<file path="src/rtl/sync_fifo_param.sv">
// rtl/sync_fifo_param.sv - parametrised single-clock FIFO with thresholds, sticky errors, flush and FWFT
//
// Purpose:
//   Single-clock FIFO between a producer and a consumer. Depth is a power of
//   two. Occupancy is kept in a dedicated count register, and every status
//   flag decodes from that register alone, so pointer wrap never affects
//   full/empty.
//
// Parameters:
//   WIDTH     data word width in bits (>= 1)
//   DEPTH     number of entries, power of two (>= 4)
//   AF_LEVEL  almost_full when count >= AF_LEVEL (1..DEPTH)
//   AE_LEVEL  almost_empty when count <= AE_LEVEL (0..DEPTH-1)
//   FWFT      0: registered read data, 1: head word shown combinationally
//
// Ports:
//   clk           clock, rising edge
//   rst_n         asynchronous active-low reset
//   clear         synchronous flush, overrides wr_en/rd_en
//   wr_en         write request, accepted when not full
//   data_in       write data
//   rd_en         read request / FWFT pop, accepted when not empty
//   data_out      read data (FWFT: head word, undefined while empty)
//   full          count == DEPTH
//   empty         count == 0
//   almost_full   count >= AF_LEVEL
//   almost_empty  count <= AE_LEVEL
//   count         occupancy 0..DEPTH
//   overflow      sticky, write attempted while full
//   underflow     sticky, read attempted while empty

module sync_fifo_param #(
    parameter int WIDTH    = 8,
    parameter int DEPTH    = 16,
    parameter int AF_LEVEL = DEPTH - 2,
    parameter int AE_LEVEL = 2,
    parameter int FWFT     = 0
) (
    input  logic                     clk,
    input  logic                     rst_n,
    input  logic                     clear,
    input  logic                     wr_en,
    input  logic [WIDTH-1:0]         data_in,
    input  logic                     rd_en,
    output logic [WIDTH-1:0]         data_out,
    output logic                     full,
    output logic                     empty,
    output logic                     almost_full,
    output logic                     almost_empty,
    output logic [$clog2(DEPTH):0]   count,
    output logic                     overflow,
    output logic                     underflow
);

    localparam int AW = $clog2(DEPTH);
    localparam int CW = AW + 1;

    localparam logic [CW-1:0] DEPTH_C = CW'(DEPTH);
    localparam logic [CW-1:0] AF_C    = CW'(AF_LEVEL);
    localparam logic [CW-1:0] AE_C    = CW'(AE_LEVEL);

    logic [WIDTH-1:0] mem [DEPTH];

    logic [AW-1:0] wr_ptr;
    logic [AW-1:0] rd_ptr;
    logic [CW-1:0] count_q;
    logic [CW-1:0] count_next;
    logic          overflow_q;
    logic          underflow_q;

    logic          wr_acc;
    logic          rd_acc;

    // Status flags come from the count register only.
    assign full         = (count_q == DEPTH_C);
    assign empty        = (count_q == '0);
    assign almost_full  = (count_q >= AF_C);
    assign almost_empty = (count_q <= AE_C);
    assign count        = count_q;
    assign overflow     = overflow_q;
    assign underflow    = underflow_q;

    // Acceptance uses the flags at the start of the cycle, so a full FIFO
    // with both strobes high only reads and an empty one only writes.
    assign wr_acc = wr_en && !full;
    assign rd_acc = rd_en && !empty;

    always_comb begin
        count_next = count_q;
        case ({wr_acc, rd_acc})
            2'b10:   count_next = count_q + CW'(1);
            2'b01:   count_next = count_q - CW'(1);
            default: count_next = count_q;
        endcase
    end

    always_ff @(posedge clk or negedge rst_n) begin
        if (!rst_n) begin
            wr_ptr      <= '0;
            rd_ptr      <= '0;
            count_q     <= '0;
            overflow_q  <= 1'b0;
            underflow_q <= 1'b0;
        end else if (clear) begin
            wr_ptr      <= '0;
            rd_ptr      <= '0;
            count_q     <= '0;
            overflow_q  <= 1'b0;
            underflow_q <= 1'b0;
        end else begin
            if (wr_acc) begin
                wr_ptr <= wr_ptr + AW'(1);
            end
            if (rd_acc) begin
                rd_ptr <= rd_ptr + AW'(1);
            end
            count_q <= count_next;
            // Flagged whenever the strobe meets the blocking flag, even if
            // the opposite side is accepted in the same cycle.
            if (wr_en && full) begin
                overflow_q <= 1'b1;
            end
            if (rd_en && empty) begin
                underflow_q <= 1'b1;
            end
        end
    end

    // Storage is not reset; only the pointers define what is valid.
    always_ff @(posedge clk) begin
        if (wr_acc && !clear && rst_n) begin
            mem[wr_ptr] <= data_in;
        end
    end

    generate
        if (FWFT != 0) begin : g_fwft
            // Head word is visible as soon as it has been written.
            assign data_out = mem[rd_ptr];
        end else begin : g_reg
            logic [WIDTH-1:0] data_q;

            always_ff @(posedge clk or negedge rst_n) begin
                if (!rst_n) begin
                    data_q <= '0;
                end else if (clear) begin
                    data_q <= '0;
                end else if (rd_acc) begin
                    data_q <= mem[rd_ptr];
                end
            end

            assign data_out = data_q;
        end
    endgenerate

endmodule

</file>
<file path="config.mk">
export PLATFORM = sky130hd
export DESIGN_NAME = sync_fifo_param
export DESIGN_NICKNAME = d
export VERILOG_FILES = /design/src/rtl/sync_fifo_param.sv
export SDC_FILE = /design/constraint.sdc
export NUM_CORES = 1
export LEC_CHECK = 0
export BUFFER_PORTS_ARGS = -buffer_cell sky130_fd_sc_hd__buf_2
export CORE_MARGIN = 2
export CORE_UTILIZATION = 55
export CTS_CLUSTER_SIZE = 10
export DETAILED_ROUTE_END_ITERATION = 16
export PLACE_DENSITY = 0.88
export SKIP_CTS_REPAIR_TIMING = 1
export SYNTH_ARGS = -nofsm -noshare
export SYNTH_HDL_FRONTEND = slang
export SYNTH_SLANG_ARGS = --single-unit
</file>
<file path="constraint.sdc">
create_clock -name clk -period 2.51 [get_ports clk]
set_clock_uncertainty 0.15 [all_clocks]
set_input_delay 0.3765 -clock clk [delete_from_list [all_inputs] [get_ports clk]]
set_output_delay 0.3765 -clock clk [all_outputs]
set_load 0.05 [all_outputs]
</file>
==> results of run 1 <==
-- path summary, 6_finish.rpt --
| kind | startpoint | endpoint | depth (start not counted) |
|---|---|---|---|
| worst max register to register | count[3] | count[4] | 8 |
| worst min register to register | underflow | underflow | 2 |
| worst min-delay path | data_in[2] | mem[14][2] | 1 |
| worst max-delay path | count[2] | full | 4 |
| min in group asynchronous | rst_n | data_out[3] | 3 |
| max in group asynchronous | rst_n | rd_ptr[1] | 3 |
-- registers in the layout, indices dropped and copies added (netlist names) --
| register | flops |
|---|---|
| rd_ptr | 4 |
| underflow | 1 |
| count | 5 |
| data_out | 8 |
| overflow | 1 |
| mem | 128 |
| wr_ptr | 4 |
-- stage by stage --
stage	hold slack [ps]	setup TNS [ps]	power (mW)
final	184.4	0	7.589
after global routing	189.3	0	7.843
after CTS	-194.8	-61.02	7.517
after detailed placement	256.8	0	4.767
after global placement	244.3	0	4.688
after floorplan	-69.09	-324.1	4.362
-- logic make-up after synthesis --
logic type | count (synthesis) | synth area share, %
buffers and inverters | 30 | 2.239
xor gates and xnor gates | 6 | 0.8323
and+or+nand+nor | 71 | 6.004
adders and majority gates | 7 | 1.387
AOI/OAI and AO/OA | 35 | 4.042
muxes | 57 | 15.51
DFF | 151 | 69.98
-- power by group through the flow --
stage               registers, mW  clock network, mW  logic (mW)
floorplan                    3.30                  0        1.06
global placement             3.04                  0        1.65
detailed placement           3.05                  0        1.72
CTS                          3.00               2.78        1.74
global route                 3.01               2.88        1.95
finish                       3.00               2.74        1.85
-- final cells by class --
type | instances | share of cell area (%)
inverter | 7 | 0.3511
clock inverter | 15 | 2.825
clock buffer | 17 | 5.684
multi-input combinational | 176 | 24.17
timing repair buffer | 62 | 5.450
sequential | 151 | 59.13
tap | 143 | 2.391
-- critical path, stage by stage, from the launching register on --
cell and delay [ps]:
dfrtp_2 420, buf_4 170, or4_4 580, nor2_2 120
buf_4 210
-- synthesized netlist by cell type, types with 2 or more instances --
master / count
nor2_1: 26
nand3_1: 4
ha_1: 7
nand3b_1: 8
nor3_1: 6
clkbuf_1: 11
dfrtp_1: 23
mux2_2: 3
nor2b_1: 3
a31oi_1: 2
or2_2: 2
a211oi_1: 2
edfxtp_1: 128
buf_2: 8
xnor2_1: 3
mux4_2: 32
nand2_1: 9
xor2_1: 3
a21oi_1: 9
mux2i_1: 20
buf_6: 2
nand2b_1: 2
or3_1: 4
inv_1: 7
o221ai_1: 8
o21ai_0: 6
-- metal layers --
layer / global-route usage, % / vias up / wire [um]
met4: 8.477 / 0 / 377
met2: 39.75 / 165 / 7120
met1: 30.48 / 1862 / 5314
met3: 6.178 / 34 / 880
li1: - / 1533 / -
met5: 0 / - / 0
==> out/qor.yml, run 1 <==
global_routing:
  antenna_found_initial: 0
  grt_overflow: 0
  grt_pass1_vias: 3641
  grt_max_degree: 36
  track_usage_pct: 23.76
  grt_first_pass_wirelength_um: 21250
yosys:
  ys_top_cells_by_area: "edfxtp_1 (61%), mux4_2 (11%), dfrtp_1 (9.1%), mux2i_1 (3.2%), nor2_1 (1.5%)"
  ys_warn_count: 0
  synthArstFlopShare_pct: 15.23
  syn_nets: 377
  syn_area_um2: 6315
  yosysSeqAreaShare_pct: 69.98
  ys_types: 45
  ys_ff_latch: 151
  synth_top_area_share_pct: 60.87
  syn_area_per_cell_um2: 17.69
  synth_ff_type: "edfxtp_1"
  syn_inst: 357
  synth-edff-count: 128
  synth.largest_area_cell: "edfxtp_1"
final_layout:
  finalNonFillerCells: 571
  synthToLayoutAreaGrowth_pct: 18.53
  regArea_um2: 4425
  fin_nets: 435
  finish.utilization_pct: 66.11
  multi_input_area_um2: 1809
  layout_commonest_cell: "edfxtp_1"
  drive_above_1_share_pct: 35.28
  n_fill_cell: 718
  num_antenna_cells: 0
  design_area_um2: 7485
  layout_common_cells: "edfxtp_1 (128), mux4_2 (32), buf_4 (31)"
placement:
  dp_slack_ps: 47.70
  dp_cells: 533
  hpwl_um: 8206
  gp_congestion: 0.8294
  post_dp_cell_area_um2: 6777
  io_buffers: 31
floorplan:
  rows: 39
  die_height_um: 111.2
  io_pins: 32
  start_util_pct: 55.78
  dieWidth_um: 111.2
  die_area_um2: 12350
  core_um2: 11320
power_and_ir_drop:
  p_int_mw: 5.242
  power.switching_mw: 2.347
  worst_ir_drop_vdd_uv: 1029
  clkPwrFrac_pct: 36.1
  p_sw_share_pct: 30.93
  leakagePower_nw: 2.588
  p_per_area_nw_per_um2: 1014
  comb_power_share_pct: 24.4
  pwr-share-seq_pct: 39.5
timing:
  drv_slew: 0
  hold_violations: 0
  grt_setup_unrepaired: "false"
  period_needed_ps: 2446
  setup_ws_ps: 63.61
  finalCritPeriodShare_pct: 97.47
  slew_headroom_pct: 65.65
  setup_viol: 0
  fmax_mhz: 408.8
  worst_pin_slew_ps: 515.3
setup_path:
  worstPathArrival_ps: 1920
  cp.required_ps: 1980
  crit_type: "flip-flop to output pin"
  r2r_setup_slack_ps: 70
  cp-end-kind: "output pin"
  start_kind: "flip-flop"
  path_max_fanout: 10
routing:
  vias_per_cell: 6.294
  route.detailed.drc: 0
  vias: 3594
  wl_per_cell_um: 23.98
  drt_pre_antenna_iters: 5
  first_iter_violations: 510
  ant_nets: 0
  routed_wl_um: 13690
flow_run:
  maxCapViolCount: 0
clock_tree:
  cts_buffers: 17
  cts_sinks: 151
  clock-root-buffer: "clkbuf_16"
  clk_pin_slew_ps: 60
  clock_latency_ps: 420
  cts_tree: "yes"
  max-clock-path-buffers: 2
  cts_htree_levels: 4
min_path:
  hp-class: "input port to flip-flop"
run_status:
  status: "complete, no violations"
Power figures use the tool's default switching activity.
==> run 2: changes to the inputs <==
--- a/config.mk
+++ b/config.mk
@@ -7,10 +7,10 @@
 export LEC_CHECK = 0
 export BUFFER_PORTS_ARGS = -buffer_cell sky130_fd_sc_hd__buf_2
 export CORE_MARGIN = 2
-export CORE_UTILIZATION = 55
+export CORE_UTILIZATION = 30
 export CTS_CLUSTER_SIZE = 10
 export DETAILED_ROUTE_END_ITERATION = 16
-export PLACE_DENSITY = 0.88
+export PLACE_DENSITY = 0.58
 export SKIP_CTS_REPAIR_TIMING = 1
 export SYNTH_ARGS = -nofsm -noshare
 export SYNTH_HDL_FRONTEND = slang
==> out/qor.yml, run 2 (same netlist as run 1, synthesis figures left out) <==
final_layout:
  top_register: "mem"
  regArea_um2: 4425  # unchanged
  num_antenna_cells: 0  # unchanged
  multi_input_area_um2: 1795  # -0.76%
  drive_above_1_share_pct: 34.97  # -0.32 points
  n_fill_cell: 1940  # +170%
  layout_commonest_cell: "edfxtp_1"
  layout_common_cells: "edfxtp_1 (128), mux4_2 (32), buf_2 (29)"
  synthToLayoutAreaGrowth_pct: 20.92
  finish.utilization_pct: 36.67  # -29 points
  largest_reg_flops: 128  # unchanged
  fin_nets: 436  # +0.23%
global_routing:
  grt_first_pass_wirelength_um: 20960  # -1.4%
  grt_pass1_vias: 3576  # -1.8%
  antenna_found_initial: 0  # unchanged
  track_usage_pct: 13.11  # -11 points
  grt_overflow: 0  # unchanged
  grt_max_degree: 36  # unchanged
floorplan:
  dieWidth_um: 149.1  # +34%
  start_util_pct: 30.33  # -25 points
  io_pins: 32  # unchanged
  core_um2: 20820  # +84%
  rows: 53  # +36%
  die_area_um2: 22230  # +80%
  die_height_um: 149.1  # +34%
flow_run:
  maxCapViolCount: 0  # unchanged
clock_tree:
  max-clock-path-buffers: 2  # unchanged
  cts_buffers: 17  # unchanged
  clock_latency_ps: 430  # about the same
  cts_tree: "yes"
  cts_sinks: 151  # unchanged
  clk_pin_slew_ps: 60  # about the same
  cts_htree_levels: 4  # unchanged
  clock-root-buffer: "clkbuf_16"
power_and_ir_drop:
  p_sw_share_pct: 31.53  # +0.60 points
  power.switching_mw: 2.326  # -0.87%
  pwr-share-seq_pct: 40.8  # +1.3 points
  p_int_mw: 5.052  # -3.6%
  clkPwrFrac_pct: 34.3  # -1.8 points
  worst_ir_drop_vdd_uv: 431.6  # -58%
  comb_power_share_pct: 24.9  # +0.5 points
  leakagePower_nw: 2.584  # -0.13%
  p_per_area_nw_per_um2: 966.3  # -4.7%
routing:
  first_iter_violations: 254  # -50%
  wl_per_cell_um: 19.28  # -20%
  drt_pre_antenna_iters: 4  # -1
  route.detailed.drc: 0  # unchanged
  vias_per_cell: 4.865  # -23%
  routed_wl_um: 13570  # -0.88%
  vias: 3425  # -4.7%
  ant_nets: 0  # unchanged
setup_path:
  cp-end-kind: "output pin"
  startpoint: "count[2]"
  crit_type: "flip-flop to output pin"
  start_kind: "flip-flop"
  path_max_fanout: 10  # unchanged
  worstPathArrival_ps: 1920  # about the same
  rr_endpoint: "count[4]"
  crit_slowest_cell: "or4_4"
  reg2regPathDepth: 8  # unchanged
  cp.required_ps: 1980  # about the same
  path_cells: "buf_4, or4_4, nor2_2, buf_6"
  endpoint: "empty"
  r2r_start: "count[3]"
  max_stage_delay_ps: 580  # about the same
  r2r_setup_slack_ps: 100  # +30 ps
placement:
  io_buffers: 31  # unchanged
  hpwl_um: 8483  # +3.4%
  gp_congestion: 0.8513  # +2.6%
timing:
  fmax_mhz: 408.6  # about the same
  setup_viol: 0  # unchanged
  slew_headroom_pct: 66.00  # +0.35 points
  finalCritPeriodShare_pct: 97.50  # about the same
  hold_violations: 0  # unchanged
  drv_slew: 0  # unchanged
  period_needed_ps: 2447  # +0.9521 ps
  grt_setup_unrepaired: "true"
  tns_ps: 0  # unchanged
  worst_pin_slew_ps: 509.0  # -6.287 ps
run_status:
  status: "complete, no violations"
min_path:
  hp-class: "input port to flip-flop"
run 2: cell count changes in the layout (fill, tap and decap cells not counted), moves of 2 or more:
cell and change:
inv_6 -4, buf_6 +2, buf_4 -3, buf_12 +2
clkinv_1 +2, bufinv_16 -2, clkinv_4 +4, clkinvlp_4 -2
run 2: worst max-delay path: cells and delay by family (launching register included):
kind | cells | cell delay, ps
flip-flops | 1 | 430
AND/OR/NAND/NOR | 2 | 720
buffers and inverters | 2 | 350
run 2: area by class of cell:
cell class	instances	area share, %
Multi-Input combinational cell	176	23.51
Inverter	7	0.3441
Clock inverter	15	2.245
Sequential cell	151	57.96
Timing Repair Buffer	63	5.866
Clock buffer	17	5.571
Tap cell	275	4.506
run 2: worst min-delay path by stage:
stage	endpoint	slack, ps	cells after the start	from
finish	mem[10][7]	170	1	data_in[7]
CTS	data_out[0]	-190	2	rst_n
detailed placement	underflow	270	2	rst_n
global placement	wr_ptr[2]	270	2	rst_n
global route	mem[10][7]	170	1	data_in[7]
floorplan	count[0]	-70	0	rst_n
run 2: power by group through the flow:
stage / clock [mW] / sequential (mW) / combinational (mW)
detailed placement: 0 / 3.07 / 1.73
CTS: 2.61 / 3.01 / 1.74
floorplan: 0 / 3.30 / 1.06
global placement: 0 / 3.05 / 1.71
global route: 2.72 / 3.03 / 1.97
finish: 2.53 / 3.01 / 1.83
run 2: stage by stage:
stage                     instances  cell area [um2]  setup WS (ps)  total power [mW]  hold slack (ps)
after floorplan                 357             6362         -115.7             4.362           -69.09
after global placement          667             6982          155.1             4.761            271.0
after detailed placement        667             6982          90.67             4.800            269.8
after CTS                       699             7579         -48.70             7.362           -194.8
after global routing            704             7636         -10.50             7.713            173.8
final                           704             7636          62.66             7.379            173.7
run 2: metal layers:
layer  wire length, um  vias to the layer above  global-route usage (%)
met2              6921                       70                   21.77
met4                93                        0                   3.952
met1              5981                     1806                   16.62
met5                 0                        -                       0
met3               575                        9                   3.914
li1                  -                     1540                       -
